File: config.mk
export PLATFORM = sky130hd
export DESIGN_NAME = shootout_round_ctrl
export DESIGN_NICKNAME = d
export VERILOG_FILES = /design/src/rtl/shootout_pkg.sv /design/src/rtl/shootout_round_ctrl_tick_timer.sv /design/src/rtl/shootout_round_ctrl.sv
export SDC_FILE = /design/constraint.sdc
export NUM_CORES = 1
export LEC_CHECK = 0
export ABC_AREA = 1
export BUFFER_PORTS_ARGS = -buffer_cell sky130_fd_sc_hd__buf_4
export CORE_ASPECT_RATIO = 0.8
export CORE_UTILIZATION = 35
export DETAILED_ROUTE_END_ITERATION = 6
export SYNTH_ARGS = -nofsm -noshare
export SYNTH_HDL_FRONTEND = slang
export SYNTH_HIERARCHICAL = 1
export SYNTH_SLANG_ARGS = --single-unit
File: constraint.sdc
create_clock -name clk -period 4.3 [get_ports clk]
set_input_delay 0.86 -clock clk [delete_from_list [all_inputs] [get_ports clk]]
set_output_delay 0.86 -clock clk [all_outputs]
set_load 0.01 [all_outputs]
File: src/rtl/shootout_pkg.sv
// Shared types and constants for the penalty-shootout round controller.
package shootout_pkg;

    localparam int GRID_MAX    = 15;
    localparam int KEEPER_HOME = 7;

    typedef enum logic [2:0] {
        IDLE,
        AIM,
        FLIGHT,
        RESOLVE,
        RESULT,
        DONE
    } state_e;

    typedef enum logic [1:0] {
        R_NONE,
        R_GOAL,
        R_SAVE,
        R_MISS
    } result_e;

    // Keeper covers x-1..x+1; compare as 5-bit signed so the difference never wraps.
    function automatic logic keeper_covers(input logic [3:0] keeper_x, input logic [3:0] ball_x);
        logic signed [4:0] diff;
        diff = $signed({1'b0, keeper_x}) - $signed({1'b0, ball_x});
        return (diff >= -5'sd1) && (diff <= 5'sd1);
    endfunction

endpackage

File: src/rtl/shootout_round_ctrl_tick_timer.sv
// Free-running N-cycle tick counter with clear/enable and a terminal-count strobe.
module tick_timer #(
    parameter int N = 4
) (
    input  logic clk,
    input  logic RST,
    input  logic clr_i,
    input  logic en_i,
    output logic tc_o
);

    localparam int            W    = (N > 1) ? $clog2(N) : 1;
    localparam logic [W-1:0]  LAST = W'(N - 1);

    logic [W-1:0] cnt_q;
    logic [W-1:0] cnt_d;

    // Next count: clear wins, otherwise wrap at the terminal value while enabled.
    always_comb begin
        // NOTE: default assignment first so no path through this block leaves cnt_d unassigned (no latch).
        cnt_d = cnt_q;
        if (clr_i) begin
            cnt_d = '0;
        end else if (en_i) begin
            cnt_d = (cnt_q == LAST) ? '0 : cnt_q + 1'b1;
        end
    end

    assign tc_o = en_i && !clr_i && (cnt_q == LAST);

    // Count register with synchronous reset.
    always_ff @(posedge clk) begin
        // NOTE: non-blocking assignment for state so every flop samples pre-edge values.
        if (RST) begin
            cnt_q <= '0;
        end else begin
            cnt_q <= cnt_d;
        end
    end

endmodule

File: src/rtl/shootout_round_ctrl.sv
// Five-shot penalty shootout sequencer: aim, ball flight, resolve, result hold.
module shootout_round_ctrl
    import shootout_pkg::*;
#(
    parameter int MAX_SHOTS    = 5,
    parameter int FLIGHT_TICKS = 4,
    parameter int HOLD_TICKS   = 8,
    parameter int START_X      = 7,
    parameter int START_Y      = 13,
    parameter int GOAL_ROW     = 1,
    parameter int POST_L       = 4,
    parameter int POST_R       = 11
) (
    input  logic       clk,
    input  logic       RST,
    input  logic       start,
    input  logic       left,
    input  logic       right,
    input  logic       shoot,
    input  logic       defense,
    output logic [3:0] player_x,
    output logic [3:0] player_y,
    output logic [3:0] goalkeeper_x,
    output logic [2:0] score,
    output logic [2:0] shots_num,
    output logic [1:0] result,
    output logic       game_over,
    output logic       active
);

    localparam logic [3:0] START_X4   = 4'(START_X);
    localparam logic [3:0] START_Y4   = 4'(START_Y);
    localparam logic [3:0] LAST_STEP  = 4'(GOAL_ROW + 1);
    localparam logic [3:0] POST_L4    = 4'(POST_L);
    localparam logic [3:0] POST_R4    = 4'(POST_R);
    localparam logic [3:0] GRID_MAX4  = 4'(GRID_MAX);
    localparam logic [3:0] KEEPER4    = 4'(KEEPER_HOME);
    localparam logic [2:0] MAX_SHOTS3 = 3'(MAX_SHOTS);

    state_e     state_q,  state_d;
    result_e    result_q, result_d;
    logic [3:0] px_q,     px_d;
    logic [3:0] py_q,     py_d;
    logic [3:0] gk_q,     gk_d;
    logic [2:0] score_q,  score_d;
    logic [2:0] shots_q,  shots_d;
    logic       dive_q,   dive_d;

    logic flight_en, flight_tc;
    logic hold_en,   hold_tc;

    assign flight_en = (state_q == FLIGHT);
    assign hold_en   = (state_q == RESULT);

    tick_timer #(.N(FLIGHT_TICKS)) u_flight_timer (
        .clk   (clk),
        .RST   (RST),
        .clr_i (!flight_en),
        .en_i  (flight_en),
        .tc_o  (flight_tc)
    );

    tick_timer #(.N(HOLD_TICKS)) u_hold_timer (
        .clk   (clk),
        .RST   (RST),
        .clr_i (!hold_en),
        .en_i  (hold_en),
        .tc_o  (hold_tc)
    );

    // Next-state and datapath updates for the round sequencer.
    always_comb begin
        state_d  = state_q;
        result_d = result_q;
        px_d     = px_q;
        py_d     = py_q;
        gk_d     = gk_q;
        score_d  = score_q;
        shots_d  = shots_q;
        dive_d   = dive_q;

        unique case (state_q)
            IDLE, DONE: begin
                if (start) begin
                    state_d  = AIM;
                    score_d  = '0;
                    shots_d  = '0;
                    result_d = R_NONE;
                    px_d     = START_X4;
                    py_d     = START_Y4;
                    gk_d     = KEEPER4;
                    dive_d   = 1'b0;
                end
            end

            AIM: begin
                if (shoot) begin
                    dive_d  = defense;
                    state_d = FLIGHT;
                end else if (left && !right) begin
                    if (px_q != 4'd0) px_d = px_q - 4'd1;
                end else if (right && !left) begin
                    if (px_q != GRID_MAX4) px_d = px_q + 4'd1;
                end
            end

            FLIGHT: begin
                if (flight_tc) begin
                    py_d = py_q - 4'd1;
                    if (dive_q && (gk_q != px_q)) begin
                        gk_d = (gk_q < px_q) ? gk_q + 4'd1 : gk_q - 4'd1;
                    end
                    if (py_q == LAST_STEP) state_d = RESOLVE;
                end
            end

            RESOLVE: begin
                shots_d = shots_q + 3'd1;
                if ((px_q < POST_L4) || (px_q > POST_R4)) begin
                    result_d = R_MISS;
                end else if (keeper_covers(gk_q, px_q)) begin
                    result_d = R_SAVE;
                end else begin
                    result_d = R_GOAL;
                    score_d  = score_q + 3'd1;
                end
                state_d = RESULT;
            end

            RESULT: begin
                if (hold_tc) begin
                    if (shots_q == MAX_SHOTS3) begin
                        state_d = DONE;
                    end else begin
                        state_d  = AIM;
                        result_d = R_NONE;
                        px_d     = START_X4;
                        py_d     = START_Y4;
                        gk_d     = KEEPER4;
                    end
                end
            end

            default: state_d = IDLE;
        endcase
    end

    // State and datapath registers with synchronous reset.
    always_ff @(posedge clk) begin
        if (RST) begin
            state_q  <= IDLE;
            result_q <= R_NONE;
            px_q     <= START_X4;
            py_q     <= START_Y4;
            gk_q     <= KEEPER4;
            score_q  <= '0;
            shots_q  <= '0;
            dive_q   <= 1'b0;
        end else begin
            state_q  <= state_d;
            result_q <= result_d;
            px_q     <= px_d;
            py_q     <= py_d;
            gk_q     <= gk_d;
            score_q  <= score_d;
            shots_q  <= shots_d;
            dive_q   <= dive_d;
        end
    end

    assign player_x     = px_q;
    assign player_y     = py_q;
    assign goalkeeper_x = gk_q;
    assign score        = score_q;
    assign shots_num    = shots_q;
    assign result       = result_q;
    assign game_over    = (state_q == DONE);
    assign active       = (state_q == AIM) || (state_q == FLIGHT) ||
                          (state_q == RESOLVE) || (state_q == RESULT);

endmodule
After elaboration in Yosys (flattened, before gate mapping). Cells that the tools add are included.

Input bits: 7. Bits in registers: 29.

Add/sub/neg operators: 10. Reduce and logical (&&, ||, !) cells: 30. Order comparisons: 5. Bitwise gates (word level): 2. Eq/ne operators: 24. Multiplexer cells: 39.

Operators by type and width (number): $mux W4 (15); $pmux W4 S3 (3); $mux W3 (9); $pmux W3 S5 (1); $eq A3 B3 Y1 const B (4); $ne A2 B2 Y1 const B (6); $pmux W3 S2 (2); $sub A4 B1 Y4 const B (3); $mux W2 (5); $reduce_and A5 Y1 (2); $add A3 B1 Y3 const B (3); $ne A3 B3 Y1 const B (3); $reduce_bool A3 Y1 (3); $add A4 B1 Y4 const B (2); $ne A2 B1 Y1 const B (4); $reduce_and A4 Y1 (2); $reduce_and A8 Y1 (1); $eq A3 B2 Y1 const B (2); $logic_and A1 B1 Y1 (6); $pmux W2 S3 (1); $reduce_and A6 Y1 (1); $reduce_or A3 Y1 (2); $ge A5 B1 Y1 const B (1); $le A5 B2 Y1 const B (1); other kinds (21) (28).

Depth between registers and ports, before layout. Gate-level depths: netlist of the first run.

Word-level depth: 6. Gate-level depth with buffers: 15. Mapped depth without buffers: 15.

Modules after synthesis. The synthesis of the first run kept the hierarchy.

By module, submodules not included: shootout_round_ctrl (area an instance 1755.4 um^2, cells each 254, times used 1); tick_timer at u_hold_timer (area an instance 152.6 um^2, cells each 20, times used 1); tick_timer at u_flight_timer (area an instance 105.1 um^2, cells each 16, times used 1).

Worst setup path after synthesis of the first run. No wires, ideal clock.

Path kind: register to register. From: register px_q[2] (netlist: player_x[2]). To: register gk_q[3] (netlist: goalkeeper_x[3]). Data required time: 4.229 ns. Library setup time: 0.071 ns. Cell stages (with the launch flop): 14. Arrival: 2.131 ns. Slack: 2.099 ns. Cells stage by stage: dfxtp_1 inv_1 ha_1 inv_1 nand2_1 nand3_1 nand2_1 ha_1 nand2_1 nor2_1 a211oi_1 o21bai_1 nand3_1 a21oi_1.

Cells in the longest elaborated chain, start to end: 5.

Ends and longest elaborated chain: start, declared (line shootout_round_ctrl.sv:42) `logic [3:0] px_q, px_d;`; start signal, assigned (line shootout_round_ctrl.sv:162) `px_q <= px_d;`; $lt A4 B4 Y1 (line shootout_round_ctrl.sv:111) `gk_d = (gk_q < px_q) ? gk_q + 4'd1 : gk_q - 4'd1;`; $mux W4 (line shootout_round_ctrl.sv:111); $mux W4 (line shootout_round_ctrl.sv:110) `if (dive_q && (gk_q != px_q)) begin`; $mux W4 (line shootout_round_ctrl.sv:108) `if (flight_tc) begin`; $pmux W4 S3 (line shootout_round_ctrl.sv:82) `unique case (state_q)`; end signal, assigned (line shootout_round_ctrl.sv:164) `gk_q <= gk_d;`; end, declared (line shootout_round_ctrl.sv:44) `logic [3:0] gk_q, gk_d;`.

Parallel ways exist; a longest one is shown, timed or not. The select of a mux whose other input is x is not followed. A chain may end at the register's enable or synchronous reset.

Worst setup path after layout of the first run.
From: register state_q[0]. To: output port active.

Cells in the longest elaborated chain, start to end: 4.

Ends and longest elaborated chain: start, declared (line shootout_round_ctrl.sv:40) `state_e state_q, state_d;`; start signal, assigned (line shootout_round_ctrl.sv:160) `state_q <= state_d;`; $eq A3 B1 Y1 or $eq A3 B2 Y1 (tied branches) (line shootout_round_ctrl.sv:178) `assign active = (state_q == AIM) || (state_q == FLIGHT) ||`; $logic_or A1 B1 Y1 (2 in a row) (line shootout_round_ctrl.sv:178); $logic_or A1 B1 Y1 (*) (line shootout_round_ctrl.sv:179) `(state_q == RESOLVE) || (state_q == RESULT);`; end, declared (line shootout_round_ctrl.sv:28) `output logic active`.

Every way passes the cells marked *; elsewhere a longest branch is shown, timed or not.

==> metrics, run 1 <==
port bufs 28; DR iter-0 viols 81; Post-CTS Setup Bufs 0; synthesized area per cell 6.94 um2; vias in the first global route 1,792; Worst Path Max Fanout 8; CTS resizes 0; sw power 0.991 mW; TritonCTS clock tree built; Flop pwr share 22.1%; first-pass GRT wire length 7.97 mm; worst setup margin 1770 ps; crit path kind flip-flop to output port; Detailed Routing Iterations Pass 1 5; headroom to the max-slew limit 64.9%; Core Util, Final 43.9%; Via density 4.73; root buffer cell clkbuf_8; RSZ-0062 raised after global routing false; total CTS buffers 5; Syn. warnings 6; clk_lat worst skew 280 ps; largest net degree at the start of global routing 16; Distinct cells, synth 30; Die Y-Extent 69.8 um; Syn-to-layout area delta 19.8%; Non-Filler Instances 401; hold buffer count at cts 0; area leader, netlist dfxtp_1; final setup TNS 0 ps; Diodes inserted 0; Max H-tree Level 2; status finished, final reports clean; worst hold path class flip-flop to flip-flop; vias after detailed routing 1,896; Inst Count DP 393; post-synth top area share 28.8%; clock-pin slew on the worst setup and hold paths 70 ps; share of layout cells above drive strength 1 17.6%; Post-DRT Antenna Nets 0; Synth Flop Type dfxtp_1; ranking of synthesized cells by area dfxtp_1 29%, ha_1 12%, nand2_1 11%, inv_1 7.1%, a21oi_1 5.5%; WL/cell 11.3 um; clock tree buffer depth 2; Post-synth EDFFs 0; drt total wl 4.54 mm; starting density of the core 36.6%; die width 86.8 um; Synth Net Count 319; die area 6060 um2; final worst path period share 58.8%; DR top layer met4; GR Overflow Total 0; pre-CTS setup slack 1970 ps; I/O pin count 29; final setup vio count 0; routability cong. 0.908; gr usage total 16.7%; DR WL met3 179 um; residual DRC count 0; Pint 1.00 mW; Peak Freq 0.396 GHz; CP Capture Type output port; initial antenna violation count 0; Startpoint Class flip-flop; clock sinks 29; crit path time final 2530 ps; # fillers 586; peak supply drop 0.399 mV; detailed placement HPWL 3.51 mm; synth cell count leaders 59 x nand2_1, 38 x inv_1, 29 x dfxtp_1; met1 wire length 2.38 mm; Clk pwr share 12.5%; Core ar. 5500 um2; Crit path required time 3440 ps; Final Hold Fails 0; Max Slew Vio Count 0; total power 2.00 mW; sequential-to-total area share from yosys stat 28.8%; Cell Area, Placed 2310 um2; MaxCap Viol Count 0; switch share 49.7%; cell leakage power 1.15 nW; Finished Cell Area 2410 um2; count leader, synth nand2_1; nets@finish 351; Min Hold Slack 464 ps; Mapped Cells 290; PwrDens 827 nW/um2; Site Rows 24; met2 WL 1.93 mm; Final Skew 9.21 ps; Least-Margin Pin Slew 525 ps; critical path arrival 1670 ps; async set or reset register ratio after synthesis 0%; Logic pwr share 65.4%; mapped cell area 2010 um2; flops & latches, synth 29
[sequential cells by signal (all words and copies together) (netlist names)]
signal,flops
u_hold_timer/cnt_q,3
score,3
dive_q,1
shots_num,3
u_flight_timer/cnt_q,2
result,2
player_y,4
goalkeeper_x,4
player_x,4
state_q,3
[cell families after synthesis]
family / count (synthesis) / synth area share, %
compound gates: 51 / 13.5
xor+xnor: 6 / 2.61
fa+ha+maj: 22 / 14.8
buf+inv: 48 / 8.95
flops: 29 / 28.8
simple gates: 134 / 31.3
[layout make-up]
type                       instances  area, um2  area share, %
clock buffer                       7       96.3           4.00
clock inverter                     1       5.00          0.208
inverter                          45        169           7.01
multi-input combinational        213       1250           51.9
sequential                        29        581           24.1
tap                               78       97.6           4.05
timing repair buffer              28        210           8.72
[cells in the final DEF, fill, tap and decap left out, drive strengths merged]
cell type,n
or2,1
o21bai,1
a21oi,22
a211oi,1
nand3,24
nor3,7
dfxtp,29
o21ai,23
xnor2,3
o211ai,3
fa,3
nand3b,3
buf,28
ha,19
nor2,33
xor2,3
o22ai,1
clkinv,1
inv,45
nand2,62
clkbuf,7
nand4,4
[worst max-delay path: stages (launching register included)]
cell	delay, ps
dfxtp_1	380
inv_2	70
nor2_2	240
inv_2	110
nor2_4	190
inv_1	130
nand4_1	120
buf_4	150
[final timing paths]
path	start	endpoint	slack, ps	cells after the start
min	result[0]	result[0]	460	2
max	state_q[0]	active	1770	7
min reg2reg	result[0]	result[0]	460	2
max reg2reg	player_x[1]	goalkeeper_x[3]	1940	13
[power by group through the flow]
stage | Clock, mW | Combinational, mW | Sequential [mW]
2_1_floorplan | 0 | 0.966 | 0.452
3_3_place_gp | 0 | 1.30 | 0.446
3_5_place_dp | 0 | 1.30 | 0.445
4_1_cts | 0.259 | 1.31 | 0.441
5_1_grt | 0.272 | 1.52 | 0.456
6_report | 0.249 | 1.30 | 0.441
[layer usage]
| layer | vias up | GRT usage [%] |
|---|---|---|
| met5 | - | 0 |
| met4 | 0 | 4.44 |
| li1 | 1013 | - |
| met2 | 38 | 25.8 |
| met3 | 9 | 3.81 |
| met1 | 836 | 23.2 |
No activity file was read; power rests on OpenSTA's default activity.
==> inputs of run 2 (changes only) <==
- clock period: 4.3 -> 2.2 ns (I/O delays scaled with it)
==> metrics, run 2 (synthesis results as in run 1) <==
Site Rows 24; Final Hold Fails 0; share of layout cells above drive strength 1 24.4%; detailed placement HPWL 3.78 mm; critical path arrival 2270 ps; Max Slew Vio Count 0; PwrDens 1760 nW/um2; Post-DRT Antenna Nets 0; final setup vio count 0; cell leakage power 1.23 nW; vias in the first global route 1,799; Inst Count DP 405; worst setup margin 147 ps; Worst Hold Launch defense; routability cong. 0.947; initial antenna violation count 0; Worst Path Max Fanout 5; drt total wl 4.96 mm; Peak Freq 0.487 GHz; Bufs and invs on worst path 2; Detailed Routing Iterations Pass 1 4; worst reg2reg setup slack 150 ps; Least-Margin Pin Slew 416 ps; I/O pin count 29; hold depth 3; cell family with most CP delay adder cells; starting density of the core 36.6%; clock tree buffer depth 2; crit path time final 2050 ps; nets@finish 364; die width 86.8 um; pre-CTS setup slack -39.4 ps; clock sinks 29; RSZ-0062 raised after global routing true; die area 6060 um2; Worst Hold Path EP dive_q; Slowest-stage cell, CP dfxtp_2; headroom to the max-slew limit 72.3%; GR Overflow Total 0; gr usage total 17.0%; Crit path required time 2420 ps; Via density 4.82; root buffer cell clkbuf_8; final worst path period share 93.3%; port bufs 28; Diodes inserted 0; status finished, final reports clean; Non-Filler Instances 414; TritonCTS clock tree built; first-pass GRT wire length 8.08 mm; worst hold path class input port to flip-flop; clk_lat worst skew 280 ps; WL/cell 12.0 um; DR iter-0 viols 111; Final Skew 8.27 ps; commonest cells after routing, fill and taps aside 56 x nand2_1, 41 x buf_4, 37 x inv_1, 27 x dfxtp_1, 26 x nor2_1; vias after detailed routing 1,996; crit path kind flip-flop to flip-flop; largest net degree at the start of global routing 16; commonest non-fill, non-tap cell in the layout nand2_1; Die Y-Extent 69.8 um; CP Capture Type flip-flop; Core ar. 5500 um2; residual DRC count 0; Startpoint Class flip-flop; RR Endpoint goalkeeper_x[3]; Cell Chain, Critical Path inv_1 -> ha_1 -> inv_1 -> nand2_1 -> nand3_2 -> nand2_4 -> ha_1 -> nand2_1 -> nor2_1 -> a211oi_2 -> o21bai_1 -> nand3_1 -> a21oi_1; Max H-tree Level 2; CP startpoint player_x[2]; peak supply drop 0.986 mV; max incr delay on CP 330 ps; R2R depth 13; total CTS buffers 5; Syn-to-layout area delta 28.8%; hold buffer count at cts 0; Critical R2R Launch player_x[2]; MaxCap Viol Count 0; clock-pin slew on the worst setup and hold paths 70 ps
[run 2: cell count changes in the layout (fill, tap and decap cells not counted), sizes merged]
cell	delta
buf	+13
clkbuf	-2
bufinv	+2
[run 2: what timing repair did]
action                                  CTS  global route
pin swaps                                 0             2
cloned                                    0             0
setup buffers                             0             1
endpoints found under the setup margin    1             6
gates resized for setup                   2            11
[run 2: tightest hold or removal path: cells and delay by family]
family                 cells  cell delay [ps]
AO/OA/AOI/OAI              1               60
buffers and inverters      1              110
AND/OR/NAND/NOR            1               80
[run 2: final cells by class]
cell class              count  area [um2]
clock buffers               5        68.8
clock inverters             3        65.1
fillers                   582        2900
inverters                  45         169
multi-input cells         213        1300
flip-flops and latches     29         583
well taps                  78        97.6
repair buffers             41         308
[run 2: report_power, final]
group / internal, mW / leakage [nW] / switching, mW
Clock: 0.450 / 0.0681 / 0.216
Combinational: 1.27 / 0.927 / 1.81
Sequential: 0.678 / 0.236 / 0.141
[run 2: metal layers]
layer,part of all wire (%),wire (um),vias up,track usage (%)
li1,-,-,1035,-
met1,50,2460,912,23.1
met2,45,2230,40,26.8
met3,4.0,199,9,3.57
met4,1.4,71,0,5.00
met5,0,0,-,0
[run 2: through the flow]
stage               util [%]  TNS (ps)  area [um2]  hold WS (ps)  power (mW)
floorplan                  -         0        2010           440        2.77
global placement        43.7         0        2400           457        3.56
detailed placement      43.7     -39.4        2400           457        3.63
CTS                     46.3         0        2540           442        4.37
global route            47.2     -42.3        2590           455        4.97
finish                  47.2         0        2590           450        4.56
[run 2: how the worst max path moves through the flow]
stage | endpoint | cells past startpoint
after detailed placement | goalkeeper_x[3] | 14
after global routing | score[1] | 14
final | goalkeeper_x[3] | 13
after CTS | goalkeeper_x[3] | 14
after floorplan | goalkeeper_x[3] | 13
after global placement | goalkeeper_x[3] | 14
==> inputs of run 3 (changes only) <==
--- a/config.mk
+++ b/config.mk
@@ -10,5 +10,7 @@
 export CORE_ASPECT_RATIO = 0.8
 export CORE_UTILIZATION = 35
+export CTS_BUF_LIST = sky130_fd_sc_hd__clkbuf_8
 export DETAILED_ROUTE_END_ITERATION = 6
+export REMOVE_ABC_BUFFERS = 1
 export SYNTH_ARGS = -nofsm -noshare
 export SYNTH_HDL_FRONTEND = slang
==> constraint.sdc (replaced) <==
create_clock -name clk -period 2.2 [get_ports clk]
set_input_delay 0.44 -clock clk [delete_from_list [all_inputs] [get_ports clk]]
set_output_delay 0.44 -clock clk [all_outputs]
set_load 0.05 [all_outputs]
==> metrics, run 3 (synthesis results as in run 1) <==
Via density 4.74; Final Skew 9.41 ps; Peak Freq 0.496 GHz; RR Endpoint goalkeeper_x[3]; cell family with most CP delay adder cells; CP startpoint goalkeeper_x[2]; Post-DRT Antenna Nets 0; first-pass GRT wire length 8.23 mm; residual DRC count 0; routability cong. 0.898; headroom to the max-slew limit 74.5%; share of layout cells above drive strength 1 24.3%; crit path time final 2020 ps; commonest non-fill, non-tap cell in the layout nand2_1; drt total wl 4.86 mm; critical path arrival 2240 ps; TritonCTS clock tree built; starting density of the core 36.6%; initial antenna violation count 0; Slowest-stage cell, CP dfxtp_1; die width 86.8 um; CP Capture Type flip-flop; Cell Chain, Critical Path ha_1 -> inv_1 -> nand2_1 -> nand3_2 -> nand2_4 -> ha_1 -> nand2_1 -> nor2_1 -> a211oi_2 -> o21bai_1 -> nand3_1 -> a21oi_1; Worst Path Max Fanout 5; vias after detailed routing 1,973; Crit path required time 2430 ps; clock tree buffer depth 2; worst setup margin 185 ps; Max Slew Vio Count 0; R2R depth 12; largest net degree at the start of global routing 16; worst reg2reg setup slack 180 ps; GR Overflow Total 0; MaxCap Viol Count 0; DR iter-0 viols 117; Final Hold Fails 0; nets@finish 366; commonest cells after routing, fill and taps aside 56 x nand2_1, 43 x buf_4, 37 x inv_1, 29 x dfxtp_1, 27 x nor2_1; max incr delay on CP 440 ps; critical path depth 12; final setup TNS 0 ps; port bufs 28; pre-CTS setup slack 12.1 ps; Bufs and invs on worst path 1; root buffer cell clkbuf_8; Core ar. 5500 um2; gr usage total 17.4%; I/O pin count 29; detailed placement HPWL 3.65 mm; hold depth 3; clock sinks 29; Critical R2R Launch goalkeeper_x[2]; Die Y-Extent 69.8 um; Core Util, Final 46.9%; Startpoint Class flip-flop; Least-Margin Pin Slew 378 ps; status finished, final reports clean; Detailed Routing Iterations Pass 1 4; crit path kind flip-flop to flip-flop; vias in the first global route 1,821; total CTS buffers 5; Max H-tree Level 2; Syn-to-layout area delta 27.9%; final setup vio count 0; final worst path period share 91.6%; Site Rows 24; Worst Hold Launch defense; worst hold path class input port to flip-flop; WL/cell 11.7 um; Diodes inserted 0; RSZ-0062 raised after global routing false; hold buffer count at cts 0; Worst Hold Path EP dive_q; clk_lat worst skew 290 ps; die area 6060 um2; clock-pin slew on the worst setup and hold paths 70 ps
## run 3: routing by layer
layer | vias to the layer above | track usage, % | share of wire (%)
li1 | 1039 | - | -
met1 | 869 | 25.1 | 52
met2 | 57 | 24.8 | 41
met3 | 8 | 5.24 | 6.2
met4 | 0 | 4.63 | 1.3
met5 | - | 0 | 0
## run 3: what timing repair did
action	CTS	global route
endpoints found under the setup margin	1	5
gates resized for setup	1	11
setup buffers	0	3
gates cloned	0	0
pin swaps	0	2
endpoints found under the hold margin	0	0
## run 3: how the worst max path moves through the flow
stage | endpoint | slack [ps]
after floorplan | goalkeeper_x[3] | -370
after global placement | goalkeeper_x[3] | 100
after detailed placement | goalkeeper_x[3] | 10
after CTS | goalkeeper_x[3] | 50
after global routing | player_y[1] | 10
final | goalkeeper_x[3] | 180
## run 3: stage by stage
stage          hold WS (ps)  instance area [um2]  cells
2_1_floorplan           435                 2000    287
6_report                439                 2570    416
4_1_cts                 440                 2500    413
3_5_place_dp            455                 2400    405
3_3_place_gp            451                 2400    405
5_1_grt                 454                 2570    416
## run 3: worst register-to-register path, cell delays in order, from the launching register on
cell,delay [ps]
dfxtp_1,440
ha_1,290
inv_1,80
nand2_1,80
nand3_2,110
nand2_4,80
ha_1,270
nand2_1,60
nor2_1,40
a211oi_2,160
o21bai_1,140
nand3_1,90
a21oi_1,120
## run 3: final cells by class
cell class              instances  area (um2)
clock buffers                   7        96.3
clock inverters                 1        5.00
fillers                       582        2920
inverters                      45         169
multi-input cells             213        1300
flip-flops and latches         29         581
well taps                      78        97.6
repair buffers                 43         323
Power of run 3 is not shown: default switching activity piles up to over one toggle a cycle in this logic, so the estimate is an artifact.
